`src/rtl/bus_pkg.sv`:
```
// Shared types and widths for the 8088-style multiplexed byte bus.
package bus_pkg;

  localparam int ADDR_W = 20;
  localparam int DATA_W = 8;

  // Bus operation encoding, matches the processor-side interface enum.
  typedef enum logic {
    leer     = 1'b0,
    escribir = 1'b1
  } operacion;

  typedef enum logic [2:0] {
    IDLE = 3'd0,
    ADDR = 3'd1,
    WAIT = 3'd2,
    DATA = 3'd3,
    TURN = 3'd4
  } resp_state_t;

endpackage

```
`src/rtl/bus_mem_array.sv`:
```
// Single-port synchronous byte array. Read data is registered every cycle
// from the presented address; a write lands on the same edge. No reset on
// the storage itself.
module bus_mem_array #(
  parameter int DEPTH_LOG2 = 8,
  parameter int DATA_W     = 8
) (
  input  logic                  clk,
  input  logic                  we,
  input  logic [DEPTH_LOG2-1:0] addr,
  input  logic [DATA_W-1:0]     wdata,
  output logic [DATA_W-1:0]     rdata
);

  logic [DATA_W-1:0] mem [2**DEPTH_LOG2];

  // Registered read of the current address, optional write of the same word.
  always_ff @(posedge clk) begin
    if (we) begin
      mem[addr] <= wdata;
    end
    rdata <= mem[addr];
  end

endmodule

```
`src/rtl/bus_mem_responder.sv`:
```
// Memory-side responder for the multiplexed byte bus: accepts a bus cycle,
// inserts WAIT_STATES wait cycles, then returns or stores one byte and
// strobes READY (with ERR when the address misses the decode window).
//
// state | meaning
// IDLE  | waiting for EN; address, operation and window hit latched on accept
// ADDR  | address phase; wait counter loaded
// WAIT  | wait states, counter counts down to terminal value 1
// DATA  | single data cycle; READY high, read data driven or write committed
// TURN  | bus turnaround; responder off the bus, EN ignored
module bus_mem_responder import bus_pkg::*; #(
  parameter logic [ADDR_W-1:0] BASE        = 20'h00000,
  parameter int                DEPTH_LOG2  = 8,
  parameter int                WAIT_STATES = 1,
  parameter logic [DATA_W-1:0] FILL_BYTE   = 8'hFF
) (
  input  logic              clk,
  input  logic              reset,
  input  logic              EN,
  input  logic              RD_WR,
  input  logic [ADDR_W-1:0] Direction,
  input  logic [DATA_W-1:0] Bus_in,
  output logic [DATA_W-1:0] Bus_out,
  output logic              Bus_oe,
  output logic              READY,
  output logic              ERR,
  output logic              Busy
);

  localparam logic [3:0] WS = WAIT_STATES[3:0];

  resp_state_t           state_q, state_d;
  logic [DEPTH_LOG2-1:0] off_q, off_d;
  operacion              op_q, op_d;
  logic                  in_win_q, in_win_d;
  logic [3:0]            cnt_q, cnt_d;
  logic                  ready_q, err_q, oe_q, busy_q;

  logic [ADDR_W-1:0]     diff;
  logic                  we;
  logic [DATA_W-1:0]     rdata;

  // Offset from BASE; anything below BASE wraps to a large value and misses.
  assign diff = Direction - BASE;

  // Next-state, latch and wait-counter logic.
  always_comb begin
    state_d  = state_q;
    off_d    = off_q;
    op_d     = op_q;
    in_win_d = in_win_q;
    cnt_d    = cnt_q;
    case (state_q)
      IDLE: begin
        if (EN) begin
          off_d    = diff[DEPTH_LOG2-1:0];
          op_d     = operacion'(RD_WR);
          in_win_d = ((diff >> DEPTH_LOG2) == '0);
          state_d  = ADDR;
        end
      end
      ADDR: begin
        cnt_d   = WS;
        state_d = (WS != 4'd0) ? WAIT : DATA;
      end
      WAIT: begin
        cnt_d = cnt_q - 4'd1;
        if (cnt_q == 4'd1) begin
          state_d = DATA;
        end
      end
      DATA:    state_d = TURN;
      TURN:    state_d = IDLE;
      default: state_d = IDLE;
    endcase
  end

  // State, latched request and counter registers.
  always_ff @(posedge clk or negedge reset) begin
    if (!reset) begin
      state_q  <= IDLE;
      off_q    <= '0;
      op_q     <= leer;
      in_win_q <= 1'b0;
      cnt_q    <= '0;
    end else begin
      state_q  <= state_d;
      off_q    <= off_d;
      op_q     <= op_d;
      in_win_q <= in_win_d;
      cnt_q    <= cnt_d;
    end
  end

  // Output strobes registered from the next state so they line up with DATA.
  always_ff @(posedge clk or negedge reset) begin
    if (!reset) begin
      ready_q <= 1'b0;
      err_q   <= 1'b0;
      oe_q    <= 1'b0;
      busy_q  <= 1'b0;
    end else begin
      ready_q <= (state_d == DATA);
      err_q   <= (state_d == DATA) && !in_win_d;
      oe_q    <= (state_d == DATA) && (op_d == leer);
      busy_q  <= (state_d != IDLE);
    end
  end

  // Writes commit on the edge that closes DATA, and only inside the window.
  assign we = (state_q == DATA) && (op_q == escribir) && in_win_q;

  bus_mem_array #(
    .DEPTH_LOG2 (DEPTH_LOG2),
    .DATA_W     (DATA_W)
  ) u_array (
    .clk   (clk),
    .we    (we),
    .addr  (off_q),
    .wdata (Bus_in),
    .rdata (rdata)
  );

  // Read byte is only presented while the responder owns the bus.
  assign Bus_out = oe_q ? (in_win_q ? rdata : FILL_BYTE) : '0;
  assign Bus_oe  = oe_q;
  assign READY   = ready_q;
  assign ERR     = err_q;
  assign Busy    = busy_q;

endmodule

```
`config.mk`:
```
export PLATFORM = sky130hd
export DESIGN_NAME = bus_mem_responder
export DESIGN_NICKNAME = d
export VERILOG_FILES = /design/src/rtl/bus_pkg.sv /design/src/rtl/bus_mem_array.sv /design/src/rtl/bus_mem_responder.sv
export SDC_FILE = /design/constraint.sdc
export NUM_CORES = 2
export LEC_CHECK = 0
export ABC_CLOCK_PERIOD_IN_PS = 2400
export CAP_MARGIN = 20
export CELL_PAD_IN_SITES_DETAIL_PLACEMENT = 2
export CELL_PAD_IN_SITES_GLOBAL_PLACEMENT = 2
export CORE_UTILIZATION = 46
export CTS_CLUSTER_DIAMETER = 40
export CTS_CLUSTER_SIZE = 20
export DETAILED_ROUTE_END_ITERATION = 7
export PLACE_DENSITY_LB_ADDON = 0.1
export SETUP_SLACK_MARGIN = 0.1
export SLEW_MARGIN = 20
export SYNTH_ARGS = -nofsm -noshare
export SYNTH_HDL_FRONTEND = slang
export SYNTH_SLANG_ARGS = --single-unit
```
`constraint.sdc`:
```
create_clock -name clk -period 2.4 [get_ports clk]
set_input_delay 0.24 -clock clk [delete_from_list [all_inputs] [get_ports clk]]
set_output_delay 0.24 -clock clk [all_outputs]
set_load 0.01 [all_outputs]
```
==> impl_metrics.env <==
export IMPL_utilization_pct=61.1
export IMPL_final_hold_violation_count=0
export IMPL_design_area_um2=104000
export IMPL_area_growth_syn_to_layout_pct=31.3
export IMPL_tritoncts="built"
export IMPL_setup_viol=1743
export IMPL_drc=0
export IMPL_status="finished with violations"
export IMPL_min_period_over_period_pct=136
export IMPL_nNetsFinal=4556
export IMPL_slew_viol_final=0
export IMPL_hold_path_class="input pin to flip-flop"
export IMPL_core_area_um2=170000
export IMPL_gr_total_overflow=0
export IMPL_synth_seq_area_share_pct=78.5
export IMPL_cts_buffers=316
export IMPL_ant_nets=0
export IMPL_synthMuxAreaShare_pct=14.7
export IMPL_synth_edff_count=2048
export IMPL_die_w_um=417
export IMPL_cts_max_path_buffers=4
export IMPL_p_leak_uw=0.0337
export IMPL_path_cells="buf_12, buf_4, buf_12, buf_12, mux4_2, a22oi_2, a21oi_1, o41ai_2, buf_4, nand4_1"
export IMPL_synth_adder_area_share_pct=0.0316
export IMPL_drt_first_pass_iters=5
export IMPL_num_vias=47800
export IMPL_setup_tns_ns=-284.30
export IMPL_cp_max_fo=13
export IMPL_internal_power_uw=86600
export IMPL_timing_critical_path_slowest_stage_cell="mux4_2"
export IMPL_place_area_um2=88800
export IMPL_clkPwrFrac_pct=37.2
export IMPL_synth_xor_area_share_pct=0.0111
export IMPL_start_util_pct=46.5
export IMPL_n_fill_cell=13100
export IMPL_synthSimpleGateAreaFrac_pct=1.71
export IMPL_arrival_ns=4.03
export IMPL_async_flop_share_pct=1.01
export IMPL_ys_seq_elements=2077
export IMPL_fin_crit_ns=3.26
export IMPL_syn_num_nets=3646
export IMPL_grt_pass1_vias=48800
export IMPL_synth_cell_types=33
export IMPL_max_stage_delay_ns=0.56
export IMPL_io_buffers=43
export IMPL_gp_congestion=0.824
export IMPL_clkSlewWorstSetupHoldPaths_ns=0.07
export IMPL_finalWorstSetupSlack_ns=-0.856
export IMPL_drive_gt1_share_pct=45.4
export IMPL_wirelength_um=328000
export IMPL_syn_area_per_cell_um2=21.9
export IMPL_yosys_warnings=0
export IMPL_gr_usage_all_layers_pct=34.4
export IMPL_fin_skew_ns=0.0736
export IMPL_rsz0062_at_grt="true"
export IMPL_cp_required_ns=3.18
export IMPL_io_pins=44
export IMPL_wl_per_cell_um=46.6
export IMPL_p_comb_share_pct=31.8
export IMPL_p_sw_uw=44300
export IMPL_grt_pass1_wl_um=411000
export IMPL_seq_area_um2=62200
export IMPL_antenna_found_initial=10
export IMPL_worstSkewPairLatency_ns=0.96
export IMPL_switching_share_pct=33.8
export IMPL_synthCells=3612
export IMPL_seq_power_share_pct=31.0
export IMPL_clock_sinks=2077
export IMPL_ir_drop_mv=0.894
export IMPL_cts_root_buf="clkbuf_16"
export IMPL_multi_input_area_um2=18300
export IMPL_max_freq_mhz=307
export IMPL_synth_compound_area_share_pct=3.78
export IMPL_grt_max_degree=105
export IMPL_via_per_inst=6.79
export IMPL_worstMarginPinSlew_ns=0.837
export IMPL_power_density_nw_per_um2=1260
export IMPL_die_y_um=417
export IMPL_syn_area_um2=79200
export IMPL_violations="negative setup slack"
export IMPL_max_cap_violations=0
export IMPL_drt_iter0_drc=6380
export IMPL_yosys_most_used_dff="edfxtp_1"
export IMPL_cp_end_kind="flip-flop"
export IMPL_criticalPathCategory="flip-flop to flip-flop"
export IMPL_synth_top_family_by_area="multiplexers"
export IMPL_placementRows=151
export IMPL_p_total_uw=131000
export IMPL_slew_headroom_pct=44.2
export IMPL_timing_critical_path_mode_cell="buf_12"
export IMPL_startpoint_type="flip-flop"
export IMPL_htree_levels=5
export IMPL_hpwl_um=160000
export IMPL_dieArea_um2=174000
[cells in the final DEF (no fill, tap or decap), drive strengths merged, types with 32 or more instances in the layout]
| master | netlist | routed |
|---|---|---|
| nand2 | 34 | 34 |
| bufinv | 0 | 35 |
| nor2 | 265 | 265 |
| clkinv | 1 | 88 |
| edfxtp | 2048 | 2048 |
| clkbuf | 143 | 356 |
| a21oi | 133 | 133 |
| inv | 7 | 58 |
| a22oi | 257 | 257 |
| clkinvlp | 0 | 34 |
| o41ai | 32 | 32 |
| mux4 | 512 | 512 |
| buf | 84 | 749 |
[what timing repair did]
action / CTS / global route
cloned: 12 / 6
pin swaps: 86 / 74
hold buffers: 19 / 0
gates resized for setup: 390 / 273
endpoints found under the hold margin: 397 / 0
buffers inserted: 48 / 62
setup endpoints to repair: 1999 / 2028
[flip-flops by register name (all words and copies together) (netlist names), 3 cells and up]
signal and cells:
u_array.mem 2048, off_q 8, u_array.rdata 8, cnt_q 4, state_q 3
[final timing paths]
path / startpoint / end / slack (ns) / cells after the start
setup / recovery: off_q[0] / u_array.rdata[5] / -0.86 / 10
hold / removal: Direction[9] / in_win_q / 0.09 / 4
setup reg to reg: off_q[0] / u_array.rdata[5] / -0.86 / 10
hold reg to reg: op_q / op_q / 0.66 / 1
max in group asynchronous: reset / off_q[0] / 1.85 / 3
min in group asynchronous: reset / Bus_oe / 0.24 / 3
[layer usage]
layer,vias to the layer above,track usage [%],routed length (um)
met1,26200,43.5,118000
met5,-,0,88
met4,14,16.3,20400
met3,952,6.17,27400
li1,17300,-,-
met2,3422,57.6,163000
[synthesized netlist by cell type, types with 8 or more instances]
master,count,area [um^2]
edfxtp_1,2048,61500
nor2_1,265,995
buf_2,33,165
buf_4,11,82.6
buf_1,27,101
o41ai_1,32,280
buf_6,13,146
o21a_1,9,67.6
dfxtp_1,8,160
mux4_2,512,11500
nand2_1,34,128
nand4_1,9,56.3
a21oi_1,133,666
nor3_1,8,40.0
clkbuf_1,143,537
a22oi_1,257,1930
dfrtp_1,21,526
[critical path, delay by kind of cell (launching register included)]
family,cells,cell delay (ns)
and+or+nand+nor,1,0.17
muxes,1,0.56
DFF,1,0.48
buffers and inverters,5,0.94
AOI/OAI and AO/OA,3,0.90
[cell type report]
class	count	share of cell area, %
diodes	1	0.00241
clock buffers	343	7.83
clock inverters	207	2.27
inverters	8	0.0337
multi-input cells	1301	17.6
flip-flops and latches	2077	59.8
well taps	2295	2.76
repair buffers	818	9.67
[power groups by stage]
stage | Sequential [uW] | Clock (uW) | Combinational (uW)
2_1_floorplan | 40900 | 0 | 17000
3_3_place_gp | 41300 | 0 | 30900
3_5_place_dp | 41300 | 0 | 32000
4_1_cts | 40500 | 47500 | 37100
5_1_grt | 40500 | 50000 | 42200
6_report | 40500 | 48700 | 41600
[logic make-up after synthesis]
family,Yosys count
mux,519
flops,2077
xor+xnor,1
buf+inv,235
compound gates,440
fa+ha+maj,2
simple gates,338
[metrics by stage]
step | worst slack (ns) | cells | hold slack, ns
floorplan | -0.0482 | 3612 | -0.0556
global placement | -2.06 | 6354 | 0.513
detailed placement | -1.14 | 6355 | 0.537
CTS | -0.597 | 6984 | 0.0644
global route | -0.827 | 7049 | 0.0901
finish | -0.856 | 7050 | 0.0854
No activity file was read; power rests on OpenSTA's default activity.
